[config.mk]
export PLATFORM = sky130hd
export DESIGN_NAME = blink_monitor
export DESIGN_NICKNAME = d
export VERILOG_FILES = /design/src/rtl/blink_pkg.sv /design/src/rtl/sync_ff.sv /design/src/rtl/blink_monitor.sv
export SDC_FILE = /design/constraint.sdc
export NUM_CORES = 1
export LEC_CHECK = 0
export CORE_UTILIZATION = 55
export DETAILED_ROUTE_END_ITERATION = 8
export DONT_BUFFER_PORTS = 1
export GPL_TIMING_DRIVEN = 0
export PLACE_DENSITY_LB_ADDON = 0.05
export SLEW_MARGIN = 10
export SYNTH_ARGS = -nofsm -noshare
export SYNTH_HDL_FRONTEND = slang
export SYNTH_SLANG_ARGS = --single-unit
[constraint.sdc]
create_clock -name clk_i -period 4.8 [get_ports clk_i]
set_clock_uncertainty 0.05 [all_clocks]
set_input_delay 0 -clock clk_i [delete_from_list [all_inputs] [get_ports clk_i]]
set_output_delay 0 -clock clk_i [all_outputs]
set_load 0.02 [all_outputs]
[src/rtl/blink_pkg.sv]
// rtl/blink_pkg.sv - shared types and constants for the blink monitor
package blink_pkg;

    typedef enum logic [1:0] {
        IDLE,
        MEASURE,
        TIMEOUT
    } blink_state_e;

    localparam int SYNC_STAGES_MIN = 2;
    localparam int SYNC_STAGES_MAX = 4;

endpackage

[src/rtl/sync_ff.sv]
// rtl/sync_ff.sv - multi-flop synchronizer for asynchronous pad inputs
module sync_ff #(
    parameter int STAGES = 2
) (
    input  logic clk,
    input  logic rst_n,
    input  logic d,
    output logic q
);

    logic [STAGES-1:0] ff;

    always_ff @(posedge clk or negedge rst_n) begin
        if (!rst_n) begin
            ff <= '0;
        end else begin
            ff <= {ff[STAGES-2:0], d};
        end
    end

    assign q = ff[STAGES-1];

endmodule

[src/rtl/blink_monitor.sv]
// rtl/blink_monitor.sv - measures half-periods of an asynchronous square wave
module blink_monitor
    import blink_pkg::*;
#(
    parameter  int COUNT       = 1000000,
    parameter  int SYNC_STAGES = 2,
    localparam int W           = $clog2(COUNT + 1)
) (
    input  logic         clk_i,
    input  logic         rst_ni,
    input  logic         sig_i,
    output logic [W-1:0] halfper_o,
    output logic         level_o,
    output logic         valid_o,
    input  logic         ready_i,
    output logic         timeout_o,
    output logic         overrun_o
);

    localparam logic [W-1:0] CNT_MAX = W'(COUNT);

    generate
        if (SYNC_STAGES < SYNC_STAGES_MIN || SYNC_STAGES > SYNC_STAGES_MAX) begin : g_bad_sync
            $error("blink_monitor: SYNC_STAGES out of range");
        end
    endgenerate

    logic         s;
    logic         s_prev;
    logic         edge_det;
    logic         at_max;
    logic         emit;
    logic [W-1:0] cnt;
    blink_state_e state;

    sync_ff #(.STAGES(SYNC_STAGES)) u_sync (
        .clk   (clk_i),
        .rst_n (rst_ni),
        .d     (sig_i),
        .q     (s)
    );

    assign edge_det = s ^ s_prev;
    assign at_max   = (cnt == CNT_MAX);
    assign emit     = (state == MEASURE) && edge_det;

    // Counter saturates at COUNT so a stuck input never wraps into a bogus short period.
    always_ff @(posedge clk_i or negedge rst_ni) begin
        if (!rst_ni) begin
            s_prev <= 1'b0;
            cnt    <= '0;
        end else begin
            s_prev <= s;
            if (edge_det) begin
                cnt <= W'(1);
            end else if (!at_max) begin
                cnt <= cnt + W'(1);
            end
        end
    end

    always_ff @(posedge clk_i or negedge rst_ni) begin
        if (!rst_ni) begin
            state     <= IDLE;
            timeout_o <= 1'b0;
            halfper_o <= '0;
            level_o   <= 1'b0;
            valid_o   <= 1'b0;
            overrun_o <= 1'b0;
        end else begin
            case (state)
                IDLE, MEASURE: begin
                    if (edge_det) begin
                        state <= MEASURE;
                    end else if (at_max) begin
                        state     <= TIMEOUT;
                        timeout_o <= 1'b1;
                    end
                end
                TIMEOUT: begin
                    if (edge_det) begin
                        state     <= MEASURE;
                        timeout_o <= 1'b0;
                    end
                end
                default: begin
                    state     <= IDLE;
                    timeout_o <= 1'b0;
                end
            endcase

            // Single-entry holding register; a drain in the same cycle frees it for the new value.
            if (emit) begin
                if (!valid_o || ready_i) begin
                    halfper_o <= cnt;
                    level_o   <= s_prev;
                    valid_o   <= 1'b1;
                end else begin
                    overrun_o <= 1'b1;
                end
            end else if (valid_o && ready_i) begin
                valid_o <= 1'b0;
            end
        end
    end

endmodule

**Yosys cells after proc, flatten, opt, wreduce, memory -nomap -nowiden**

Index checks and enable logic that the tools add are counted.

- Output and inout port bits: 24
- Logic and storage cells: 46
- Bits in registers: 49
- Bits of input ports: 4

- Eq/ne operators: 9
- $add $sub $neg: 1
- Bitwise logic cells: 2
- Reduce and logical (&&, ||, !) cells: 12
- Muxes and demuxes: 13

Operators by type and width:

| operator | number |
|---|---|
| two-way mux 20 bit | 2 |
| adder 20 x 1 -> 20 bit (second input constant) | 1 |
| == test 20 bit (second input constant) | 1 |
| inequality test 2 bit (second input constant) | 4 |
| AND reduction 2 bit | 4 |
| two-way mux 1 bit | 6 |
| two-way mux 2 bit | 3 |
| case mux 2 bit (2 select lines) | 1 |
| inequality test 3 bit (second input constant) | 1 |
| AND reduction 3 bit | 1 |
| == test 2 x 1 -> 1 bit (second input constant) | 1 |
| == test 2 bit (second input constant) | 1 |
| logical AND 1 bit | 2 |
| logical NOT 2 bit | 1 |
| inequality test 2 x 1 -> 1 bit (second input constant) | 1 |
| case mux 1 bit (2 select lines) | 1 |
| nonzero test 2 bit | 1 |
| OR reduction 2 bit | 1 |
| logical NOT 1 bit | 1 |
| logical OR 1 bit | 1 |
| NOT 1 bit | 1 |
| bitwise XOR 1 bit | 1 |

**Logic depth before layout (Yosys ltp)**

- Depth after elaboration: 4
- Mapped depth: 6

**Modules after synthesis**

Synthesis repeated with hierarchy kept, for this count alone.

- Cells, all modules: 188
- Area, all modules: 2209.6 um^2

Modules (own cells, without submodules):

| module | area each (um^2) | times used | cells each | seq. area each (um^2) |
|---|---|---|---|---|
| blink_monitor | 2159.6 | 1 | 186 | 1176.1 |
| sync_ff | 50.0 | 1 | 2 | 50.0 |

**Worst setup path before layout**

No wires, ideal clock.

- Path kind: register to register
- From: register cnt[0]
- To: register cnt[18]
- Slack: 2.921 ns
- Arrival time: 1.751 ns
- Cell stages (with the launch flop): 6
- Data required time: 4.672 ns
- Buffers on the path: 0
- Library setup time: 0.078 ns
- Period minus slack after synthesis: 1.879 ns
- Cell sequence: dfrtp_1 > ha_1 > nand3_1 > or3_4 > or4_1 > a21oi_1

- Word-level cells in the longest chain between the ends: 3
- Elaborated cells between the ends (all ways): 5

Ends and longest elaborated chain:

| what | RTL line | RTL |
|---|---|---|
| start: declaration | blink_monitor.sv:33 | `logic [W-1:0] cnt;` |
| start signal: assignment | blink_monitor.sv:57 | `cnt <= cnt + W'(1);` |
| adder 20 x 1 -> 20 bit | blink_monitor.sv:57 |  |
| two-way mux 20 bit | blink_monitor.sv:56 | `end else if (!at_max) begin` |
| two-way mux 20 bit | blink_monitor.sv:54 | `if (edge_det) begin` |

Several ways; a longest one is shown, not always the timed one. The select of a mux whose other input is x is not followed.
A chain may end at the register's enable or synchronous reset.

**Final worst setup path**

Same ends and word-level chain as after synthesis.

==> results.sh <==
export IMPL_max_freq_mhz=466
export IMPL_post_cts_buffers=0
export IMPL_drv_cap=0
export IMPL_place_congestion=0.804
export IMPL_final_common_cell="dfrtp_1"
export IMPL_synth_area_leaders="dfrtp_1, mux2_2, nand3_1, xnor2_1, a21oi_1"
export IMPL_routed_wl_um=3880
export IMPL_yosys_area_share_adder_pct=1.15
export IMPL_synth_nets=190
export IMPL_via_per_inst=5.95
export IMPL_clkLatencyLatePin_ns=0.29
export IMPL_crit_required_ns=4.97
export IMPL_ys_types=39
export IMPL_seqPwrFrac_pct=61.8
export IMPL_seq_area_frac_synth_pct=56.5
export IMPL_fillers=311
export IMPL_yosys_area_share_simple_pct=18.5
export IMPL_antenna_found_initial=0
export IMPL_synthesis_area_mm2=0.00217
export IMPL_hold_class="in -> async"
export IMPL_rsz0062_at_grt="no"
export IMPL_crit_type="reg -> reg"
export IMPL_synthCells=184
export IMPL_cp_arrival_ns=2.31
export IMPL_crit_path_max_incr_delay_ns=0.50
export IMPL_p_comb_share_pct=8.7
export IMPL_drtIter0Drc=89
export IMPL_startpoint_type="register"
export IMPL_crit_path_top_delay_cell="dfrtp_1"
export IMPL_clkSinkCount=49
export IMPL_p_total_uw=754
export IMPL_ys_warn_count=0
export IMPL_antenna_left=0
export IMPL_dieArea_mm2=0.00420
export IMPL_yosysTopAreaCell="dfrtp_1"
export IMPL_grt_max_degree=50
export IMPL_initial_core_util_pct=58.4
export IMPL_period_needed_ns=2.14
export IMPL_chipWidth_um=64.8
export IMPL_area_growth_pct=9.11
export IMPL_avgSynthCellArea_um2=11.8
export IMPL_grt_overflow=0
export IMPL_switchingPower_uw=190
export IMPL_clockBufferDepth=2
export IMPL_drc=0
export IMPL_critPathTopFamily="simple AND/OR/NAND/NOR gates"
export IMPL_status="finished clean"
export IMPL_p_int_uw=564
export IMPL_synth_top_area_share_pct=56.5
export IMPL_p_leak_nw=1.04
export IMPL_yosys_area_share_xor_xnor_pct=4.84
export IMPL_pin_count=28
export IMPL_core_area_mm2=0.00372
export IMPL_cp_cell_sequence="ha_1 > nand3_1 > or3_4 > or4_1 > a21oi_1"
export IMPL_drtPass1Iterations=4
export IMPL_setup_tns_ns=0
export IMPL_cts_root_buf="clkbuf_8"
export IMPL_fin_crit_sh_pct=44.7
export IMPL_rows=22
export IMPL_muxShareOfSynthArea_pct=10.9
export IMPL_die_h_um=64.8
export IMPL_utilization_pct=63.7
export IMPL_wl_per_cell_um=15.9
export IMPL_grt_first_pass_wirelength_um=6800
export IMPL_hold_viol=0
export IMPL_vias=1453
export IMPL_htreeDepth=2
export IMPL_drive_gt1_share_pct=17.9
export IMPL_finalSetupViolCount=0
export IMPL_port_buffer_count=0
export IMPL_grt_pass1_vias=1487
export IMPL_swShare_pct=25.2
export IMPL_ir_drop_mv=0.205
export IMPL_slew_viol_final=0
export IMPL_cts_tree="yes"
export IMPL_cp_num_buf_inv=0
export IMPL_clockPowerShare_pct=29.4
export IMPL_nets=201
export IMPL_synth_compound_area_share_pct=6.57
export IMPL_cts_buffers=5
export IMPL_dp_hpwl_um=2680
export IMPL_synth_top_family_by_area="simple AND/OR/NAND/NOR gates"
export IMPL_layout_common_cells="dfrtp_1, mux2_2, nand3_1"
export IMPL_setup_worst_path_end_class="register"
export IMPL_ys_ff_latch=49
export IMPL_powerDensity_mw_per_mm2=319
export IMPL_grt_total_usage_pct=21.7
export IMPL_slew_headroom_pct=63.2
export IMPL_worst_slew_pin_slew_ns=0.552
export IMPL_antenna_cells=0
export IMPL_clk_pin_slew_worst_paths_ns=0.08
export IMPL_critPathMaxFanout=7
synthesized netlist by cell type:
cell	n
and2b_2	1
a31oi_1	1
or3_4	1
nand2_1	7
o31ai_1	1
dfrtp_1	49
nand4b_1	1
and3_2	1
a21oi_1	10
nand2b_1	2
ha_1	2
and4bb_2	1
and4_1	1
or3_2	2
nor3_1	5
or3_1	3
nor4_1	2
o21ai_0	9
clkbuf_1	2
a41o_1	1
o21bai_1	1
a211o_1	1
buf_1	2
xnor2_1	7
inv_1	5
nor3b_1	1
nor2_1	11
and3_1	2
nand3_1	13
a22oi_1	1
or2b_1	1
nor4b_1	4
mux2_2	21
or4_1	1
nand4_1	2
xor2_1	5
nand3_2	1
nand4_4	1
and2_1	2
timing repair:
| action | CTS | global route |
|---|---|---|
| resized for setup | 0 | 0 |
| hold buffers | 4 | 0 |
| hold endpoints to repair | 52 | 0 |
power by group through the flow:
| stage | clock network [mW] | registers (mW) | logic, mW |
|---|---|---|---|
| finish | 0.222 | 0.466 | 0.0659 |
| global route | 0.248 | 0.469 | 0.0739 |
| CTS | 0.233 | 0.466 | 0.0673 |
| detailed placement | 0 | 0.475 | 0.0542 |
| global placement | 0 | 0.474 | 0.0527 |
| floorplan | 0 | 0.468 | 0.0444 |
cell families (layout without fill, tap and decap cells):
logic type,after synthesis,count (layout)
adders and majority gates,2,2
buffers and inverters,9,21
AOI/OAI and AO/OA,25,25
muxes,21,21
xor gates and xnor gates,12,12
and+or+nand+nor,66,66
DFF,49,49
area by class of cell:
type / instances / area [µm²] / area share (%)
flip-flops and latches: 49 / 1230 / 51.8
repair buffers: 4 / 57.6 / 2.43
multi-input cells: 126 / 910 / 38.4
well taps: 48 / 60.1 / 2.54
plain buffers: 4 / 15.0 / 0.634
inverters: 5 / 18.8 / 0.793
clock buffers: 8 / 80.1 / 3.38
path summary, 6_finish.rpt:
path                                   start      endpoint  slack, ns  cells after the start
worst max-delay path                  cnt[0]       cnt[18]       2.66                      5
worst min-delay path                  rst_ni  halfper_o[4]       0.19                      2
worst max register to register        cnt[0]       cnt[18]       2.66                      5
worst min register to register  u_sync.ff[0]  u_sync.ff[1]       0.30                      0
max in group asynchronous             rst_ni       cnt[10]       4.31                      2
min in group clk_i                     sig_i  u_sync.ff[0]       0.21                      1
state kept, by name, indices dropped and copies added (netlist names):
name,flops
cnt,20
timeout_o,1
overrun_o,1
level_o,1
u_sync.ff,2
state,2
halfper_o,20
s_prev,1
valid_o,1
worst reg2reg max path: stages (launching register included):
cell	delay (ns)
dfrtp_1	0.50
ha_1	0.29
nand3_1	0.17
or3_4	0.43
or4_1	0.48
a21oi_1	0.15
through the flow:
stage / setup WS (ns) / cells / area (µm²) / hold WS, ns
6_report: 2.66 / 244 / 2370 / 0.190
3_3_place_gp: 2.69 / 232 / 2230 / -0.345
3_5_place_dp: 2.63 / 232 / 2230 / -0.345
4_1_cts: 2.63 / 244 / 2370 / 0.180
2_1_floorplan: 2.92 / 184 / 2170 / -0.346
5_1_grt: 2.51 / 244 / 2370 / 0.200
metal layers:
layer  share of wire [%]  vias up  wire length (µm)  global-route usage, %
met3                 5.3        5               205                   6.16
met1                  45      727              1740                   27.7
met2                  49       38              1880                   35.5
met4                 1.2        0                48                   6.67
li1                    -      683                 -                      -
met5                   0        -                 0                      0
Note: power is estimated with default switching activity, not from simulation.
